==> src/rtl/sound_if_pkg.sv <==
// sound_if_pkg: port addresses, status bit layout and reply FSM states shared by the sound latch host.
package sound_if_pkg;
  localparam logic [7:0] DEF_CMD_PORT    = 8'h00;
  localparam logic [7:0] DEF_REPLY_PORT  = 8'h08;
  localparam logic [7:0] DEF_STATUS_PORT = 8'h0a;
  localparam int ST_AVAIL  = 0;
  localparam int ST_FULL   = 1;
  localparam int ST_CNT_LO = 2;
  localparam int ST_CNT_HI = 4;
  typedef enum logic [1:0] {REPLY_IDLE, REPLY_ACK, REPLY_WAIT} reply_state_t;
  function automatic logic [7:0] status_byte(input logic [2:0] cnt, input logic full, input logic empty);
    status_byte = 8'h00;
    status_byte[ST_CNT_HI:ST_CNT_LO] = cnt;
    status_byte[ST_FULL] = full;
    status_byte[ST_AVAIL] = ~empty;
  endfunction
endpackage

==> src/rtl/reply_fifo.sv <==
// reply_fifo: synchronous first-word-fall-through FIFO; pushes on full and pops on empty are ignored.
module reply_fifo #(
  parameter int DEPTH = 4,
  parameter int WIDTH = 8,
  localparam int CW = $clog2(DEPTH + 1),
  localparam int AW = $clog2(DEPTH)
) (
  input  logic             clk_sys,
  input  logic             reset,
  input  logic             push,
  input  logic             pop,
  input  logic [WIDTH-1:0] din,
  output logic [WIDTH-1:0] dout,
  output logic [CW-1:0]    count,
  output logic             full,
  output logic             empty
);
  logic [WIDTH-1:0] mem [DEPTH];
  logic [AW-1:0] rd_ptr, wr_ptr;
  logic do_push, do_pop;
  assign do_push = push & ~full;
  assign do_pop = pop & ~empty;
  assign full = count == CW'(DEPTH);
  assign empty = count == '0;
  assign dout = mem[rd_ptr];
  always_ff @(posedge clk_sys)
    if (do_push) mem[wr_ptr] <= din;
  // Pointers wrap naturally because DEPTH is a power of two.
  always_ff @(posedge clk_sys)
    if (reset) begin
      rd_ptr <= '0;
      wr_ptr <= '0;
      count <= '0;
    end else begin
      if (do_push) wr_ptr <= wr_ptr + AW'(1);
      if (do_pop) rd_ptr <= rd_ptr + AW'(1);
      count <= count + CW'(do_push) - CW'(do_pop);
    end
endmodule

==> src/rtl/sound_latch_host.sv <==
// sound_latch_host: main-CPU endpoint of the main<->sound latch pair.
// Decodes I/O accesses, emits command strobes and drains sound replies into a FIFO.
module sound_latch_host import sound_if_pkg::*; #(
  parameter int REPLY_DEPTH = 4,
  parameter logic [7:0] CMD_PORT = DEF_CMD_PORT,
  parameter logic [7:0] REPLY_PORT = DEF_REPLY_PORT,
  parameter logic [7:0] STATUS_PORT = DEF_STATUS_PORT
) (
  input  logic        clk_sys,
  input  logic        reset,
  input  logic [7:0]  io_addr,
  input  logic [15:0] io_din,
  input  logic [1:0]  io_be,
  input  logic        io_wr,
  input  logic        io_rd,
  output logic [7:0]  io_dout,
  output logic        snd_latch_wr,
  output logic [7:0]  snd_latch_din,
  output logic        snd_latch_rd,
  input  logic [7:0]  snd_latch_dout,
  input  logic        snd_latch_rdy,
  output logic        irq_req
);
  localparam int CW = $clog2(REPLY_DEPTH + 1);
  reply_state_t state, state_nx;
  logic io_wr_q, io_rd_q, wr_start, rd_start, rd_end, cmd_go;
  logic [7:0] addr_q, addr, head;
  logic push, pop, full, empty, unused_bits;
  logic [CW-1:0] count;
  assign wr_start = io_wr & ~io_wr_q;
  assign rd_start = io_rd & ~io_rd_q;
  assign rd_end = ~io_rd & io_rd_q;
  // The address seen on the first strobe cycle is held for the rest of the access.
  assign addr = (wr_start | rd_start) ? io_addr : addr_q;
  assign cmd_go = wr_start & (io_addr == CMD_PORT) & io_be[0];
  assign pop = rd_end & (addr_q == REPLY_PORT);
  assign unused_bits = ^{io_din[15:8], io_be[1]};
  always_ff @(posedge clk_sys)
    if (reset) begin
      io_wr_q <= 1'b0;
      io_rd_q <= 1'b0;
      addr_q <= 8'h00;
      snd_latch_wr <= 1'b0;
      snd_latch_din <= 8'h00;
      irq_req <= 1'b0;
    end else begin
      io_wr_q <= io_wr;
      io_rd_q <= io_rd;
      if (wr_start | rd_start) addr_q <= io_addr;
      snd_latch_wr <= cmd_go;
      if (cmd_go) snd_latch_din <= io_din[7:0];
      irq_req <= ~empty;
    end
  always_ff @(posedge clk_sys)
    if (reset) state <= REPLY_IDLE;
    else state <= state_nx;
  // A full FIFO keeps us in IDLE, leaving the reply latched on the sound side.
  always_comb
    state_nx = (state == REPLY_IDLE) ? ((snd_latch_rdy & ~full) ? REPLY_ACK : REPLY_IDLE) :
               (state == REPLY_ACK)  ? REPLY_WAIT :
               (snd_latch_rdy ? REPLY_WAIT : REPLY_IDLE);
  always_comb begin
    push = (state == REPLY_IDLE) & snd_latch_rdy & ~full;
    snd_latch_rd = state == REPLY_ACK;
  end
  always_comb
    io_dout = !io_rd ? 8'hff :
              (addr == REPLY_PORT)  ? (empty ? 8'hff : head) :
              (addr == STATUS_PORT) ? status_byte(3'(count), full, empty) : 8'hff;
  reply_fifo #(.DEPTH(REPLY_DEPTH), .WIDTH(8)) u_fifo (
    .clk_sys(clk_sys),
    .reset(reset),
    .push(push),
    .pop(pop),
    .din(snd_latch_dout),
    .dout(head),
    .count(count),
    .full(full),
    .empty(empty)
  );
endmodule

==> config.mk <==
export PLATFORM = sky130hd
export DESIGN_NAME = sound_latch_host
export DESIGN_NICKNAME = d
export VERILOG_FILES = /design/src/rtl/sound_if_pkg.sv /design/src/rtl/reply_fifo.sv /design/src/rtl/sound_latch_host.sv
export SDC_FILE = /design/constraint.sdc
export NUM_CORES = 1
export LEC_CHECK = 0
export CORE_ASPECT_RATIO = 0.75
export CORE_UTILIZATION = 45
export CTS_CLUSTER_SIZE = 20
export DETAILED_ROUTE_END_ITERATION = 10
export PLACE_DENSITY = 0.82
export RECOVER_POWER = 50
export REMOVE_ABC_BUFFERS = 1
export SYNTH_ARGS = -nofsm -noshare
export SYNTH_HDL_FRONTEND = slang
export SYNTH_SLANG_ARGS = --single-unit
export TNS_END_PERCENT = 10
==> constraint.sdc <==
create_clock -name clk_sys -period 2.36 [get_ports clk_sys]
set_input_delay 0.472 -clock clk_sys [delete_from_list [all_inputs] [get_ports clk_sys]]
set_output_delay 0.472 -clock clk_sys [all_outputs]
set_load 0.01 [all_outputs]
==> results of run 1 <==
==> timing repair <==
item                       CTS  global route
hold buffers                 0             0
cloned                       1             0
setup buffers               14             2
pin swaps                   11            13
resized for setup           60            16
setup endpoints to repair   10             9
==> sequential cells by signal, indices dropped and copies added (netlist names), named ones only <==
signal,flops
io_rd_q,1
snd_latch_wr,1
u_fifo.mem,32
u_fifo.rd_ptr,2
snd_latch_din,8
state,2
u_fifo.count,3
irq_req,1
io_wr_q,1
addr_q,8
u_fifo.wr_ptr,2
==> cells in the mapped netlist, drive strengths merged (5+ instances only) <==
| library cell | n |
|---|---|
| nor2b | 9 |
| mux4 | 8 |
| dfxtp | 31 |
| a21oi | 10 |
| o21ai | 15 |
| and2 | 6 |
| nor3 | 8 |
| inv | 6 |
| nand2 | 13 |
| edfxtp | 32 |
| ha | 6 |
| nor2 | 26 |
| clkbuf | 5 |
| mux2i | 10 |
| buf | 5 |
==> final cells by class <==
cell class	instances	area (um^2)
Clock buffer	14	184
Clock inverter	2	35.0
Fill cell	355	1730
Inverter	6	22.5
Multi-Input combinational cell	132	1100
Sequential cell	63	1580
Tap cell	75	93.8
Timing Repair Buffer	88	744
==> kinds of logic (layout without fill, tap and decap cells) <==
group	Yosys count	after routing
DFF	63	63
xor gates and xnor gates	6	6
adders and majority gates	7	7
and+or+nand+nor	72	72
muxes	20	21
buffers and inverters	16	110
AOI/OAI and AO/OA	26	26
==> worst max-delay path: stages <==
cell and delay [ns]:
dlygate4sd2_1 0.26, nor3_2 0.22, nand2_1 0.12, or2_4 0.29, a21oi_4 0.15, buf_6 0.13
buf_4 0.10, o311ai_2 0.08, buf_2 0.15
==> final timing paths <==
path              start         endpoint  slack (ns)  cells past startpoint
max          io_addr[7]       io_dout[1]       -0.08                      9
min           addr_q[7]        addr_q[7]        0.47                      2
max reg2reg   addr_q[7]  u_fifo.count[2]       -0.02                     11
min reg2reg   addr_q[7]        addr_q[7]        0.47                      2
==> per-stage QoR <==
| stage | cells | instance area, um^2 | hold slack, ns |
|---|---|---|---|
| 2_1_floorplan | 200 | 2590 | 0.426 |
| 3_3_place_gp | 348 | 3370 | 0.442 |
| 3_5_place_dp | 348 | 3370 | 0.449 |
| 4_1_cts | 379 | 3720 | 0.465 |
| 5_1_grt | 380 | 3760 | 0.481 |
| 6_report | 380 | 3760 | 0.469 |
==> report_power, final <==
part	switching (mW)	internal (mW)	leakage, nW	total (mW)
registers	0.0538	1.25	0.545	1.30
logic	0.258	0.241	0.727	0.499
clock network	0.409	0.609	0.112	1.02
total	0.720	2.10	1.38	2.82
==> metal layers <==
layer  vias up  track usage (%)  wire (um)  share of wire [%]
met4         0             10.7        181                2.8
li1        924                -          -                  -
met1       928             24.9       2590                 41
met5         -                0          0                  0
met2        56             35.1       3270                 51
met3        16             7.89        339                5.3
==> results.md, run 1 <==
- CTS tree: done
- Design Power: 2.82 mW
- Hold Violations, Final: 0
- Antenna violations before repair: 0
- Final Cycle Share: 103%
- Critical Path RT: 1.89 ns
- Leading area contributor after synthesis: edfxtp_1
- Vias in the first global route: 1825
- Detailed placement HPWL: around 3700 um
- Post-Synth Simple-Gate Area: 14.4%
- Ports: 58
- RePlAce Congestion: between 0.7 and 0.8
- Number of synthesized flops with an enable pin: 32
- Root Driver: clkbuf_8
- Final core occ: 68.5%
- Status: finished with violations
- Pwr dens: 749 nW/um^2
- Clock-pin slew on the worst setup and hold paths: ~0.07 ns
- Sequential area share after synthesis: 59.7%
- Leakage power: 1.38 nW
- Antenna diodes: 0
- Antenna Nets Post-Route: 0
- Clock sinks: 63
- Worst-margin pin slew: 0.474 ns
- MaxCap Viol Count: 0
- Die width: about 91 um
- Top FF cell, synth: edfxtp_1
- XOR/XNOR Fraction of Synth Area: 1.98%
- Congestion Overflow GR: 0
- WL/cell: 16.8 um
- Post-synthesis cell area: 2650 um^2
- Pin count of the biggest net entering global routing: 31
- # DRC: 0
- Mux cell area share after synthesis: 11.6%
- Via count: 1924
- Die area: 6200 um^2
- Die height: 68.4 um
- Class of the worst hold path: flip-flop to flip-flop
- Arrival time worst endpoint: 1.96 ns
- Synth Register Bits: 63
- Synth cell types: 38
- Total wire length: between 6000 and 7000 um
- Final worst slack: -0.0762 ns
- Post-synthesis adder-cell area fraction: 3.59%
- DR vias/cell: 5.06
- RSZ-0062 raised after global routing: yes
- Largest family of logic cells by synthesized area: simple AND/OR/NAND/NOR gates
- Place WS: -0.684 ns
- Failing checks: setup timing
- Yosys Warn Count: 0
- Crit path launch type: input port
- Core area: ~5500 um^2
- CTS Buffer Depth: 2
- Worst vdd ir: 289 uV
- Layout cells sized above 1: 32.5%
- Num rows: 23
- Latest clock arrival within the worst-skew pair: ~0.34 ns
- Slew Viols, Final: 0
- Total track usage: 21.3%
- Synth-to-layout area growth: 42.1%
- Setup Viol. Count Final: 6
- Mapped Avg Cell Area: 12.6 um^2
- Post-synthesis compound-gate area fraction: 5.90%
- Post-Synthesis Cells: 210
- Yosys top cell area share: about 36%
- Post-synthesis async set-or-reset flop share: 0%
- Peak Freq: 0.410 GHz
- Setup_tns: -0.262 ns
- Crit end category: output port
- Commonest non-fill, non-tap cell in the layout: buf_4
- Initial Utilization: between 40% and 50%
- Final Skew: 0.00420 ns
- Drt first pass iters: 4
- CP Class: input port to output port
- First-pass GRT wire length: 9290 um
- DRT iter0 DRCs: 110
- CTS Buf Count: 9
- Most frequent cells in the layout: buf_4, edfxtp_1, dfxtp_1
- Maximum fanout along the worst path: 3
- Relative slew slack: 68.4%
- Layout net count: 346
- Largest cells by area after synthesis: edfxtp_1, dfxtp_1, mux4_2, mux2i_1, nor2_1
- Port Buf Inserts: 48
- Minimum clock period: around 2.4 ns
- Total number of H-tree levels: 3
No activity file was read; power rests on OpenSTA's default activity.
==> inputs of run 2 (changes only) <==
--- a/config.mk
+++ b/config.mk
@@ -12,6 +12,7 @@
 export PLACE_DENSITY = 0.82
 export RECOVER_POWER = 50
 export REMOVE_ABC_BUFFERS = 1
+export SETUP_SLACK_MARGIN = 0.4
 export SYNTH_ARGS = -nofsm -noshare
 export SYNTH_HDL_FRONTEND = slang
 export SYNTH_SLANG_ARGS = --single-unit
==> run 2 against run 1 <==
The flow still finishes with violations (setup timing). Largest cell class unchanged. Largest power group unchanged. Power is 1.1% higher. Sequential power is essentially flat. Die area unchanged. Worst hold slack got worse by 0.0031 ns. Fmax decreased by 1.9%.
==> results.md, run 2 (synthesized netlist as in run 1, its figures left out) <==
- Maximum fanout along the worst path: 4 (+1)
- Hold Violations, Final: 0 (unchanged)
- Placed instance area: 3370 um^2 (unchanged)
- MaxCap Viol Count: 0 (unchanged)
- Die width: 90.6 um (unchanged)
- Latest clock arrival within the worst-skew pair: 0.33 ns (about the same)
- Arrival time worst endpoint: 2.01 ns (+0.05 ns)
- Final Cycle Share: 105% (+2.0 points)
- Detailed placement HPWL: 3730 um (unchanged)
- CTS Buf Count: 9 (unchanged)
- Via count: 1962 (+2.0%)
- RePlAce Congestion: 0.751 (unchanged)
- Peak Freq: 0.403 GHz (-1.9%)
- Leakage power: 1.42 nW (+2.8%)
- Place WS: -0.684 ns (unchanged)
- Total number of H-tree levels: 3 (unchanged)
- # hold bufs at CTS: 0 (unchanged)
- Crit path to: io_dout[0]
- Worst-margin pin slew: 1.35 ns (+0.876 ns)
- # DRC: 0 (unchanged)
- Total wire length: 6690 um (+4.8%)
- Worst vdd ir: 316 uV (+9.3%)
- Clock-pin slew on the worst setup and hold paths: 0.07 ns (about the same)
- RSZ-0062 raised after global routing: yes
- Crit path launch type: input port
- Design Power: 2.85 mW (+1.1%)
- Hold slack: 0.466 ns (-0.00315 ns)
- Slew Viols, Final: 0 (unchanged)
- Seq pwr share: 45.8% (-0.4 points)
- Ports: 58 (unchanged)
- RR Endpoint: u_fifo.count[2]
- Critical Path RT: 1.89 ns (about the same)
- Class of the worst hold path: input port to flip-flop
- Logic pwr share: 18.7% (+1.0 points)
- Layout cells sized above 1: 34.3% (+1.8 points)
- Crit end category: output port
- DR vias/cell: 5.11 (+0.91%)
- WL/cell: 17.4 um (+3.7%)
- Root Driver: clkbuf_8
- Status: finished with violations
- Final core occ: 70.5% (+2.0 points)
- Path depth of the worst reg2reg path: 11 (unchanged)
- Setup_tns: -0.694 ns (-0.432 ns)
- Top Usage Layer GRT: met2
- Die height: 68.4 um (unchanged)
- Non-filler cells, final: 384 (+1.1%)
- Final Skew: 0.00483 ns (+0.000634 ns)
- R2R setup slack: -0.06 ns (-0.04 ns)
- Layout net count: 350 (+1.2%)
- Setup Viol. Count Final: 9 (+3)
- Clock sinks: 63 (unchanged)
- Met1 track utilization from global routing: 25.1% (+0.21 points)
- Minimum clock period: 2.48 ns (+0.0471 ns)
- CTS Buffer Depth: 2 (unchanged)
- Antenna Nets Post-Route: 0 (unchanged)
- Failing checks: setup timing
- Vias in the first global route: 1823 (-0.11%)
- Largest regs: u_fifo.mem: 32 flops, addr_q: 8 flops, snd_latch_din: 8 flops
- Total track usage: 21.3% (+0.075 points)
- Antenna violations before repair: 0 (unchanged)
- Largest Register: u_fifo.mem
- Pin count of the biggest net entering global routing: 31 (unchanged)
- Switching part of the total: 25.9% (+0.35 points)
- Core area: 5500 um^2 (unchanged)
- Final Instance Area: 3870 um^2 (+2.9%)
- Antenna diodes: 0 (unchanged)
- Hold Crit Start: io_wr
- Drt first pass iters: 4 (unchanged)
- Relative slew slack: 10.0% (-58 points)
- FILL cells: 345 (-2.8%)
- Max reg flops: 32 (unchanged)
- Clock power frac: 35.5% (-0.6 points)
- First-pass GRT wire length: 9330 um (+0.44%)
- CP Launch Point: io_addr[0]
- Final worst slack: -0.123 ns (-0.0471 ns)
- Port Buf Inserts: 48 (unchanged)
- Num rows: 23 (unchanged)
- Initial Utilization: 48.2% (unchanged)
- NetSw: 0.739 mW (+2.5%)
- CP Class: input port to output port
- Synth-to-layout area growth: 46.2%
- Critical R2R Launch: addr_q[2]
- CTS tree: done
- Congestion Overflow GR: 0 (unchanged)
- Met3 global-route usage: 7.89% (unchanged)
- Most frequent cells in the layout: buf_4, edfxtp_1, dfxtp_1
- DRT iter0 DRCs: 114 (+3.6%)
- Placed cells: 348 (unchanged)
- M2 GR Usage: 35.1% (unchanged)
- Internal power: 2.11 mW (+0.66%)
- Die area: 6200 um^2 (unchanged)
- Pwr dens: 736 nW/um^2 (-1.7%)
## run 2: changes by cell type in the layout (fill, tap and decap cells not counted), sizes merged
cell           previous run  this run
clkdlybuf4s15             2         4
dlygate4sd3               9        12
dlygate4sd2               5         4
clkdlybuf4s50            22        18
clkbuf                   16        17
buf                      48        51
## run 2: routing by layer
layer  vias up  wire (um)
met3        14        415
met4         0        187
met5         -          0
li1        934          -
met2        61       3440
met1       953       2650
## run 2: cell type report
type                    instances  area [um^2]  share of cell area (%)
clock buffers                  14          184                    4.75
flip-flops and latches         63         1580                    40.9
inverters                       6         25.0                   0.646
well taps                      75         93.8                    2.42
clock inverters                 2         35.0                   0.905
multi-input cells             132         1150                    29.7
repair buffers                 92          801                    20.7
## run 2: how the worst min path moves through the flow
| stage | endpoint | depth (start not counted) |
|---|---|---|
| 3_5_place_dp | addr_q[7] | 2 |
| 4_1_cts | addr_q[7] | 2 |
| 6_report | io_wr_q | 2 |
| 2_1_floorplan | addr_q[7] | 2 |
| 3_3_place_gp | addr_q[7] | 2 |
| 5_1_grt | io_wr_q | 2 |
## run 2: power groups by stage
stage | clock network [mW] | registers, mW | logic, mW
finish | 1.01 | 1.31 | 0.533
global route | 1.08 | 1.31 | 0.584
CTS | 1.02 | 1.30 | 0.477
detailed placement | 0 | 1.32 | 0.447
global placement | 0 | 1.31 | 0.435
floorplan | 0 | 1.32 | 0.232
## run 2: worst max-delay path, stage by stage
cell             delay [ns]
clkdlybuf4s15_1        0.23
nor3_2                 0.26
nand2_1                0.14
mux2_4                 0.32
buf_6                  0.13
and2_0                 0.14
o21ai_1                0.15
buf_2                  0.16
## run 2: what timing repair did
item                       CTS  global route
setup endpoints to repair   11            20
buffers inserted            14             5
pin swaps                   16            16
cloned                       1             0
gates resized for setup     62            32
==> inputs of run 3 (changes only) <==
--- a/config.mk
+++ b/config.mk
@@ -10,9 +10,9 @@
 export CTS_CLUSTER_SIZE = 20
 export DETAILED_ROUTE_END_ITERATION = 10
 export PLACE_DENSITY = 0.82
-export RECOVER_POWER = 50
 export REMOVE_ABC_BUFFERS = 1
 export SETUP_SLACK_MARGIN = 0.4
+export SLEW_MARGIN = 10
 export SYNTH_ARGS = -nofsm -noshare
 export SYNTH_HDL_FRONTEND = slang
 export SYNTH_SLANG_ARGS = --single-unit
==> run 3 against run 2 <==
The flow still finishes with violations (setup timing). Setup slack worse by 0.023 ns. Power up 0.37%. First-iteration DRC count up 4.4%. Fmax down 0.90%. Core utilization up 0.23 points. Global-route usage unchanged. Via count up 1.5%. Design area up 0.32%. Critical path depth up 1. Cell count unchanged. Highest routed layer unchanged.
==> results.md, run 3 (synthesized netlist as in run 1, its figures left out) <==
- Status: finished with violations
- Failing checks: setup timing
- Clock power frac: 35.4% (about the same)
- Peak Freq: 0.399 GHz (-0.90%)
- DRT iter0 DRCs: 119 (+4.4%)
- Crit end category: output port
- Final Cycle Share: 106% (+0.96 points)
- Root Driver: clkbuf_8
- Most frequent cells in the layout: buf_4, edfxtp_1, clkdlybuf4s50_1
- Num rows: 23 (unchanged)
- Maximum fanout along the worst path: 3 (-1)
- Largest regs: u_fifo.mem: 32 flops, addr_q: 8 flops, snd_latch_din: 8 flops
- RR Endpoint: u_fifo.count[2]
- Pin count of the biggest net entering global routing: 31 (unchanged)
- Crit path depth: 9 (+1)
- Critical Path Max Stage Delay: 0.32 ns (about the same)
- Max reg flops: 32 (unchanged)
- Core area: 5500 um^2 (unchanged)
- Total wire length: 6740 um (+0.69%)
- Layout net count: 350 (unchanged)
- Class of the worst hold path: input port to flip-flop
- Initial Utilization: 48.2% (unchanged)
- Final Skew: 0.00503 ns (+0.000204 ns)
- Clock sinks: 63 (unchanged)
- WL/cell: 17.5 um (+0.69%)
- CP Launch Point: io_addr[0]
- Die width: 90.6 um (unchanged)
- CTS Buf Count: 9 (unchanged)
- Met1 track utilization from global routing: 25.1% (unchanged)
- Hold Violations, Final: 0 (unchanged)
- Antenna violations before repair: 0 (unchanged)
- MaxCap Viol Count: 0 (unchanged)
- Cells along the critical path: clkdlybuf4s15_1, nor3_2, nand2_1, mux2_4, buf_6, buf_6, nor3_2, o21ai_1, buf_2
- Relative slew slack: 67.6% (+58 points)
- NetSw: 0.741 mW (+0.35%)
- Crit path launch type: input port
- Commonest non-fill, non-tap cell in the layout: buf_4
- Die area: 6200 um^2 (unchanged)
- Pwr dens: 737 nW/um^2 (about the same)
- Layout cells sized above 1: 34.6% (+0.32 points)
- Critical R2R Launch: addr_q[2]
- Via count: 1991 (+1.5%)
- Antenna Nets Post-Route: 0 (unchanged)
- Drt first pass iters: 4 (unchanged)
- Setup Viol. Count Final: 9 (unchanged)
- RePlAce Congestion: 0.751 (unchanged)
- Minimum clock period: 2.51 ns (+0.0226 ns)
- Clock-pin slew on the worst setup and hold paths: 0.07 ns (about the same)
- Arrival time worst endpoint: 2.03 ns (+0.02 ns)
- Worst Path Buf+Inv: 4 (+1)
- Detailed placement HPWL: 3730 um (unchanged)
- Total number of H-tree levels: 3 (unchanged)
- Internal power: 2.12 mW (+0.39%)
- R2R setup slack: -0.01 ns (+0.05 ns)
- # hold bufs at CTS: 0 (unchanged)
- CP top delay family: buffers and inverters
- Antenna diodes: 0 (unchanged)
- CP Class: input port to output port
- Met3 global-route usage: 7.89% (unchanged)
- Final worst slack: -0.146 ns (-0.0226 ns)
- CTS Buffer Depth: 2 (unchanged)
- First-pass GRT wire length: 9330 um (unchanged)
- M2 GR Usage: 35.1% (unchanged)
- Design Power: 2.86 mW (+0.37%)
- Synth-to-layout area growth: 46.7%
- Switching part of the total: 25.9% (about the same)
- Slew Viols, Final: 0 (unchanged)
- Hold slack: 0.464 ns (-0.00150 ns)
- FILL cells: 340 (-1.4%)
- Largest Register: u_fifo.mem
- Ports: 58 (unchanged)
- Logic pwr share: 19.0% (+0.3 points)
- Critical Path RT: 1.89 ns (about the same)
- Slowest stage cell, crit path: mux2_4
- DR vias/cell: 5.18 (+1.5%)
- Congestion Overflow GR: 0 (unchanged)
- # DRC: 0 (unchanged)
- RSZ-0062 raised after global routing: yes
- Leakage power: 1.43 nW (+0.68%)
- Seq pwr share: 45.6% (-0.2 points)
- Top Usage Layer GRT: met2
- Total track usage: 21.3% (unchanged)
- Latest clock arrival within the worst-skew pair: 0.34 ns (about the same)
- CTS tree: done
- Worst-margin pin slew: 0.486 ns (-0.863 ns)
- Die height: 68.4 um (unchanged)
- Vias in the first global route: 1823 (unchanged)
- Crit path to: io_dout[3]
- Path depth of the worst reg2reg path: 11 (unchanged)
- Worst vdd ir: 318 uV (+0.50%)
- Port Buf Inserts: 48 (unchanged)
[run 3: cell types whose count changed in the layout (fill, tap and decap cells not counted)]
cell / delta
clkbuf_1: -2
buf_4: +1
clkdlybuf4s50_1: +12
dlymetal6s2s_1: +1
dlygate4sd3_1: -12
[run 3: cell type report]
cell class	instances	area (um^2)	share of cell area, %
repair buffers	92	813	20.9
inverters	6	25.0	0.644
well taps	75	93.8	2.42
clock inverters	2	35.0	0.902
multi-input cells	132	1150	29.6
clock buffers	14	184	4.73
flip-flops and latches	63	1580	40.8
[run 3: how the worst min path moves through the flow]
stage / start / to / cells past startpoint
floorplan: addr_q[7] / addr_q[7] / 2
global placement: addr_q[7] / addr_q[7] / 2
detailed placement: addr_q[7] / addr_q[7] / 2
CTS: addr_q[7] / addr_q[7] / 2
global route: io_wr / io_wr_q / 2
finish: io_wr / io_wr_q / 2
[run 3: worst reg2reg max path, cell delays in order, from the launching register on]
cell	delay, ns
dfxtp_1	0.33
buf_4	0.14
nor2_1	0.29
and4b_2	0.34
ha_4	0.21
inv_4	0.05
ha_4	0.12
inv_2	0.03
fa_2	0.38
xor2_1	0.16
xnor2_1	0.16
nor2_1	0.05
[run 3: metal layers]
metal / vias to the layer above / wire length, um
li1: 934 / -
met1: 958 / 2670
met2: 78 / 3410
met3: 21 / 436
met4: 0 / 214
met5: - / 0
[run 3: power groups by stage]
stage | logic [mW] | clock network [mW] | registers [mW]
after floorplan | 0.232 | 0 | 1.32
after global placement | 0.435 | 0 | 1.31
after detailed placement | 0.447 | 0 | 1.32
after CTS | 0.477 | 1.02 | 1.30
after global routing | 0.592 | 1.08 | 1.31
final | 0.543 | 1.01 | 1.30
[run 3: metrics by stage]
| step | utilization (%) | TNS [ns] | area [um^2] | instances | setup WS, ns |
|---|---|---|---|---|---|
| global route | 70.7 | -1.33 | 3880 | 384 | -0.224 |
| floorplan | - | 0 | 2590 | 200 | 0.0308 |
| detailed placement | 61.3 | -6.03 | 3370 | 348 | -0.684 |
| global placement | 61.3 | -5.81 | 3370 | 348 | -0.664 |
| finish | 70.7 | -0.800 | 3880 | 384 | -0.146 |
| CTS | 67.7 | -0.121 | 3720 | 379 | -0.0735 |
[run 3: repair_timing]
item,CTS,global route
pin swaps,16,16
resized for setup,62,32
setup endpoints to repair,11,20
gates cloned,1,0
setup buffers,14,5
